$ cat src/rtl/ex_result_buffer.sv
`default_nettype none
// ============================================================================
//  Module   : ex_result_buffer
//  Purpose  : 2-entry skid buffer holding ALU results for the memory/writeback
//             side, with a synchronous flush. Optional forwarding of the
//             youngest entry is enabled with EXRB_FORWARD_EN.
//  Revision : 1.0
// ============================================================================
module ex_result_buffer #(
   parameter int XLEN = 32
) (
   input  logic            clk,
   input  logic            reset,
   input  logic            flush,
   input  logic            in_valid,
   output logic            in_ready,
   input  logic [XLEN-1:0] alu_result,
   input  logic            alu_zero,
   input  logic [4:0]      in_rd,
   input  logic            in_reg_write,
   output logic            out_valid,
   input  logic            out_ready,
   output logic [XLEN-1:0] out_alu_result,
   output logic            out_alu_zero,
   output logic [4:0]      out_rd,
   output logic            out_reg_write
`ifdef EXRB_FORWARD_EN
   ,
   output logic            fwd_valid,
   output logic [4:0]      fwd_rd,
   output logic [XLEN-1:0] fwd_data
`endif
);

   localparam int c_PAYLOAD_W = XLEN + 7;

   // Encoding is {main_valid, skid_valid}
   typedef enum logic [1:0] {
      ST_EMPTY = 2'b00,
      ST_BAD   = 2'b01,
      ST_ONE   = 2'b10,
      ST_FULL  = 2'b11
   } state_t;

   state_t                 r_state;
   state_t                 w_state_next;
   logic [c_PAYLOAD_W-1:0] r_main;
   logic [c_PAYLOAD_W-1:0] r_skid;
   logic [c_PAYLOAD_W-1:0] w_in_payload;
   logic                   w_in_fire;
   logic                   w_out_fire;
   logic                   w_load_main_in;
   logic                   w_load_main_skid;
   logic                   w_load_skid;

   assign in_ready     = ~r_state[0];
   assign out_valid    = r_state[1];
   assign w_in_fire    = in_valid & in_ready;
   assign w_out_fire   = out_valid & out_ready;
   assign w_in_payload = {alu_result, alu_zero, in_rd, in_reg_write};

   always_comb begin
      w_state_next     = r_state;
      w_load_main_in   = 1'b0;
      w_load_main_skid = 1'b0;
      w_load_skid      = 1'b0;
      case (r_state)
         ST_EMPTY: begin
            if (w_in_fire) begin
               w_state_next   = ST_ONE;
               w_load_main_in = 1'b1;
            end
         end
         ST_ONE: begin
            if (w_in_fire && w_out_fire) begin
               w_load_main_in = 1'b1;
            end else if (w_in_fire) begin
               w_state_next = ST_FULL;
               w_load_skid  = 1'b1;
            end else if (w_out_fire) begin
               w_state_next = ST_EMPTY;
            end
         end
         ST_FULL: begin
            if (w_out_fire) begin
               w_state_next     = ST_ONE;
               w_load_main_skid = 1'b1;
            end
         end
         default: begin
            // Orphaned skid entry: promote it so it is not lost
            w_state_next     = ST_ONE;
            w_load_main_skid = 1'b1;
         end
      endcase
      // Flush wins; payload loads are suppressed since the data is dead anyway
      if (flush) begin
         w_state_next     = ST_EMPTY;
         w_load_main_in   = 1'b0;
         w_load_main_skid = 1'b0;
         w_load_skid      = 1'b0;
      end
   end

   always_ff @(posedge clk or posedge reset) begin
      if (reset) begin
         r_state <= ST_EMPTY;
      end else begin
         r_state <= w_state_next;
      end
   end

   // Payload only toggles on a load; valid bits alone define visibility
   always_ff @(posedge clk or posedge reset) begin
      if (reset) begin
         r_main <= '0;
         r_skid <= '0;
      end else begin
         if (w_load_main_in) begin
            r_main <= w_in_payload;
         end else if (w_load_main_skid) begin
            r_main <= r_skid;
         end
         if (w_load_skid) begin
            r_skid <= w_in_payload;
         end
      end
   end

   assign {out_alu_result, out_alu_zero, out_rd, out_reg_write} = r_main;

`ifdef EXRB_FORWARD_EN
   logic w_young_rw;

   // Youngest entry sits in skid whenever skid is occupied
   assign w_young_rw = r_state[0] ? r_skid[0] : r_main[0];
   assign fwd_rd     = r_state[0] ? r_skid[5:1] : r_main[5:1];
   assign fwd_data   = r_state[0] ? r_skid[c_PAYLOAD_W-1:7] : r_main[c_PAYLOAD_W-1:7];
   assign fwd_valid  = (r_state != ST_EMPTY) & w_young_rw & (fwd_rd != 5'd0);
`endif

endmodule
`default_nettype wire
$ cat config.mk
export PLATFORM = sky130hd
export DESIGN_NAME = ex_result_buffer
export DESIGN_NICKNAME = d
export VERILOG_FILES = /design/src/rtl/ex_result_buffer.sv
export SDC_FILE = /design/constraint.sdc
export NUM_CORES = 1
export LEC_CHECK = 0
export BUFFER_PORTS_ARGS = -buffer_cell sky130_fd_sc_hd__buf_2
export CAP_MARGIN = 5
export CORE_MARGIN = 4
export CORE_UTILIZATION = 50
export CTS_CLUSTER_DIAMETER = 100
export DETAILED_ROUTE_END_ITERATION = 8
export PLACE_DENSITY = 0.75
export SLEW_MARGIN = 10
export SYNTH_ARGS = -nofsm -noshare
export SYNTH_HDL_FRONTEND = slang
export SYNTH_SLANG_ARGS = --single-unit
$ cat constraint.sdc
create_clock -name clk -period 4.4 [get_ports clk]
set_input_delay 0.22 -clock clk [delete_from_list [all_inputs] [get_ports clk]]
set_output_delay 0.22 -clock clk [all_outputs]
set_load 0.05 [all_outputs]
; Yosys cells after proc, flatten, opt, wreduce, memory -nomap -nowiden
; Index checks and enable logic that the tools add are counted.
; Widths: inputs -> output; s select.
[op_classes]
n_addsub = 0
shifts = 0
mul = 0
div = 0
n_bitwise = 3
n_eq_ne = 6
muxes = 19
reduce_logical = 5
order_cmp = 0
[op_table]
columns = cell, count
row1 = $mux 39, 2
row2 = $mux 2, 6
row3 = $ne 3x3->1 const B, 3
row4 = $mux 1, 8
row5 = $pmux 2 s3, 1
row6 = $eq 2x2->1 const B, 2
row7 = $ne 4x4->1 const B, 1
row8 = $pmux 1 s2, 2
row9 = $reduce_and 4->1, 1
row10 = $and 1x1->1, 2
row11 = $logic_not 2->1, 1
row12 = $reduce_bool 2->1, 1
row13 = $reduce_or 2->1, 1
row14 = $logic_and 1x1->1, 1
row15 = $not 1->1, 1
[totals]
register_bits = 80
romBits = 0
output_inout_bits = 41
ramBits = 0
latch_bits = 0
n_memories = 0

; Longest topological paths before layout
[depth]
ltp_word = 7
ltp_mapped = 6
mapped_depth_nobuf = 3

; Least setup slack after synthesis
; No wires, ideal clock.
[synth_path]
path_kind = reg2reg
startpoint = reg r_state[1]
endpoint = reg r_skid[12]
setup_slack_ns = 2.665
required_ns = 4.275
period_less_slack_ns = 1.735
arrival_time_ns = 1.610
setup_ns = 0.125
path_stages_with_launch = 6
n_path_buf = 2
path_cell_list = dfrtp_1 -> nor2b_1 -> nand3_2 -> buf_6 -> buf_6 -> mux2_4
[synth_between]
elab_chain_len = 5
elab_cells_between_ends = 6
cone_classes = 1 x eq/ne / 3 x mux / 1 x bitwise / 1 x reduce/logical
[synth_rtl]
columns = item, line_no
row1 = start: declaration, 45  ; state_t r_state;
row2 = start signal: assignment, 109  ; r_state <= w_state_next;
row3 = $and 1x1->1, 59  ; assign w_out_fire = out_valid & out_ready;
row4 = $logic_and 1x1->1, 75  ; if (w_in_fire && w_out_fire) begin
row5 = $mux 1, 75
row6 = $mux 1 (*), 67  ; case (r_state)
row7 = $mux 1 (*), 97  ; if (flush) begin
row8 = end signal: assignment, 125  ; r_skid <= w_in_payload;
row9 = end: declaration, 48  ; logic [c_PAYLOAD_W-1:0] r_skid;
; Every way passes the cells marked *; elsewhere a longest branch is shown, timed or not.
; A chain may end at the register's enable or synchronous reset.

; Final worst setup path
[layout_path]
startpoint = reg r_state[0]
endpoint = reg r_skid[4]
[layout_between]
elab_chain_len = 6
elab_cells_between_ends = 8
cone_classes = 1 x eq/ne / 4 x mux / 2 x bitwise / 1 x reduce/logical
[layout_rtl]
columns = item, line_no
row1 = $not 1->1, 56  ; assign in_ready = ~r_state[0];
row2 = $and 1x1->1, 58  ; assign w_in_fire = in_valid & in_ready;
row3 = $mux 1 or $logic_and 1x1->1 (tied branches), "77, 75"
row4 = $mux 1, 75
row5 = $mux 1 (*), 67
row6 = $mux 1 (*), 97
; Marks and branches as above.

==> impl_metrics.py <==
metrics = {
    "clock_network": {
        "clk_latency_ns": 0.34,
        "cts_max_level": 3,
        "cts_resized": 0,
        "root_buffer": "clkbuf_8",
        "clk_pin_slew_ns": 0.08,
        "post_cts_buffers": 0,
        "cts_buffer_depth": 2,
        "numCtsBuffers": 9,
        "cts_tree": "built",
        "cts.sinks": 80,
        "hold_buffers": 0,
    },
    "route": {
        "drtIter0Drc": 181,
        "vias_per_cell": 5.84,
        "routedWlPerCell_um": 18.7,
        "met2_length_mm": 3.91,
        "drc": 0,
        "met3_wirelength_um": 417,
        "num_vias": 2546,
        "wl_mm": 8.17,
        "drtPass1Iterations": 4,
        "ant_nets": 0,
        "highest_layer": "met4",
        "m1WireLength_mm": 3.73,
    },
    "critical_path": {
        "endpoint_kind": "flop",
        "reg2reg_depth": 6,
        "crit_chain": "buf_4 > nor2b_1 > buf_4 > nand3_2 > buf_4 > mux2_2",
        "cpMostUsedCell": "buf_4",
        "r2r_slack_ns": 1.79,
        "slowest_delay_ns": 0.67,
        "slowest_stage": "nand3_2",
        "cp_num_buf_inv": 3,
        "path_depth": 6,
        "crit_fanout": 42,
        "critical_path_class": "flop to flop",
        "cp.arrival_ns": 2.83,
        "cp_top_family": "buffers and inverters",
        "start_kind": "flop",
        "crit_required_ns": 4.62,
    },
    "timing": {
        "maxSlewHeadroom": 0.258,
        "slew_viol_final": 0,
        "setup_viol": 0,
        "max_slew.worst_pin.slew_ns": 1.11,
        "fmaxAchievable_mhz": 383,
        "fin_crit_ns": 2.61,
        "period_share": 0.593,
        "rsz0062_at_grt": "no",
        "hold_viol_final": 0,
        "fin_hold_ws_ns": 0.120,
        "fin_skew_ns": 0.0121,
        "setup_tns_ns": 0,
    },
    "global_route": {
        "antenna_found_initial": 0,
        "gr-total-overflow": 0,
        "grt_usage": 0.198,
        "grt_pass1_wl_mm": 13.4,
        "grt_pass1_vias": 2711,
        "grt_max_degree": 81,
    },
    "die": {
        "coreArea_mm2": 0.00687,
        "die-area_mm2": 0.00854,
        "core.rowCount": 30,
        "start_util": 0.518,
        "die_h_um": 92.4,
        "io_pins": 85,
        "fp.dieW_um": 92.4,
    },
    "worst_hold_path": {
        "min_path_type": "primary input to flop",
        "hold_depth": 2,
    },
    "place": {
        "place_area_mm2": 0.00403,
        "place_congestion": 0.747,
        "hpwl_mm": 5.15,
        "io_buffer_count": 84,
    },
    "cells_and_area": {
        "multi_input_area_mm2": 0.00143,
        "area_growth_pct": 18.9,
        "post-route-util": 0.616,
        "layout-drive-gt1-share": 0.432,
        "fin_area_mm2": 0.00423,
        "antenna_cells": 0,
        "fin_nets": 380,
        "ff_latch_area_mm2": 0.00200,
        "layout_common_cells": "84 x buf_2, 80 x dfrtp_1, 29 x mux2_2",
        "mostFrequentLayoutCell": "buf_2",
        "fillers": 547,
    },
    "pwr": {
        "finalPower_uw": 2170,
        "powerDensity_mw_per_mm2": 513,
        "peakVddDrop_v": 0.000240,
        "power_leakage_uw": 0.00196,
    },
    "synthesis": {
        "synth_area_mm2": 0.00356,
        "synthTopCellsByArea": "dfrtp_1 56%, mux2_2 9.2%, a221o_1 6.7%",
        "netlist.area_leader.share": 0.562,
        "yosysWarnings": 0,
        "syn-instance-count": 260,
        "synth.ff_latch_count": 80,
        "synth.largest_area_cell": "dfrtp_1",
        "syn_area_per_cell_um2": 13.7,
        "ys_seq_area_frac": 0.562,
        "synth.distinct_cells": 24,
        "synth_nets": 304,
    },
    "flow_run": {
        "drv_cap": 0,
    },
    "run_status": {
        "status": "complete, no violations",
    },
}
## power breakdown
part / total, uW / leakage, uW / switching (uW) / internal, uW
Clock: 566 / 0.000103 / 250 / 315
Sequential: 996 / 0.000965 / 102 / 895
Combinational: 611 / 0.000890 / 384 / 226
Total: 2170 / 0.00196 / 736 / 1440
## routing by layer
layer,up-vias,GRT usage
li1,1168,-
met4,0,0.0755
met3,9,0.0398
met1,1293,0.269
met2,76,0.315
met5,-,0
## through the flow
stage          worst slack [ns]  std cells
2_1_floorplan              2.13        260
3_3_place_gp               1.85        421
3_5_place_dp               1.81        421
4_1_cts                    1.80        436
5_1_grt                    1.67        436
6_report                   1.79        436
## cell families after synthesis
group	after synthesis	share of synthesized area
AOI/OAI and AO/OA	79	0.205
buffers and inverters	28	0.0387
DFF	80	0.562
muxes	39	0.134
and+or+nand+nor	34	0.0604
## flip-flops by register name (all words and copies together), names as in the netlist
signal,cells
r_main,39
r_skid,39
r_state,2
## cells in the mapped netlist
master,number
nor2_1,1
inv_1,3
nand2b_1,1
clkbuf_1,9
a41o_1,1
nor3_1,1
dfrtp_1,80
nor2b_1,26
nor3b_1,1
or3_1,1
a32o_1,23
mux2_2,29
nand3_2,1
a21oi_1,1
nor3_2,1
mux2_4,10
buf_1,2
nand2_1,1
a22oi_1,15
o2bb2ai_1,15
buf_2,11
a221o_1,24
buf_4,1
buf_6,2
## area by class of cell
class | count | share of cell area
Sequential cell | 80 | 0.473
Multi-Input combinational cell | 152 | 0.338
Timing Repair Buffer | 90 | 0.110
Clock buffer | 11 | 0.0310
Tap cell | 96 | 0.0284
Clock inverter | 4 | 0.0165
Inverter | 3 | 0.00296
## worst paths after layout
check | to | from
worst max-delay path | r_skid[4] | r_state[0]
worst min-delay path | r_skid[22] | alu_result[15]
worst max register to register | r_skid[4] | r_state[0]
worst min register to register | r_main[14] | r_main[14]
max in group asynchronous | r_main[36] | reset
min in group asynchronous | r_main[28] | reset
(Power assumes the default switching activity.)
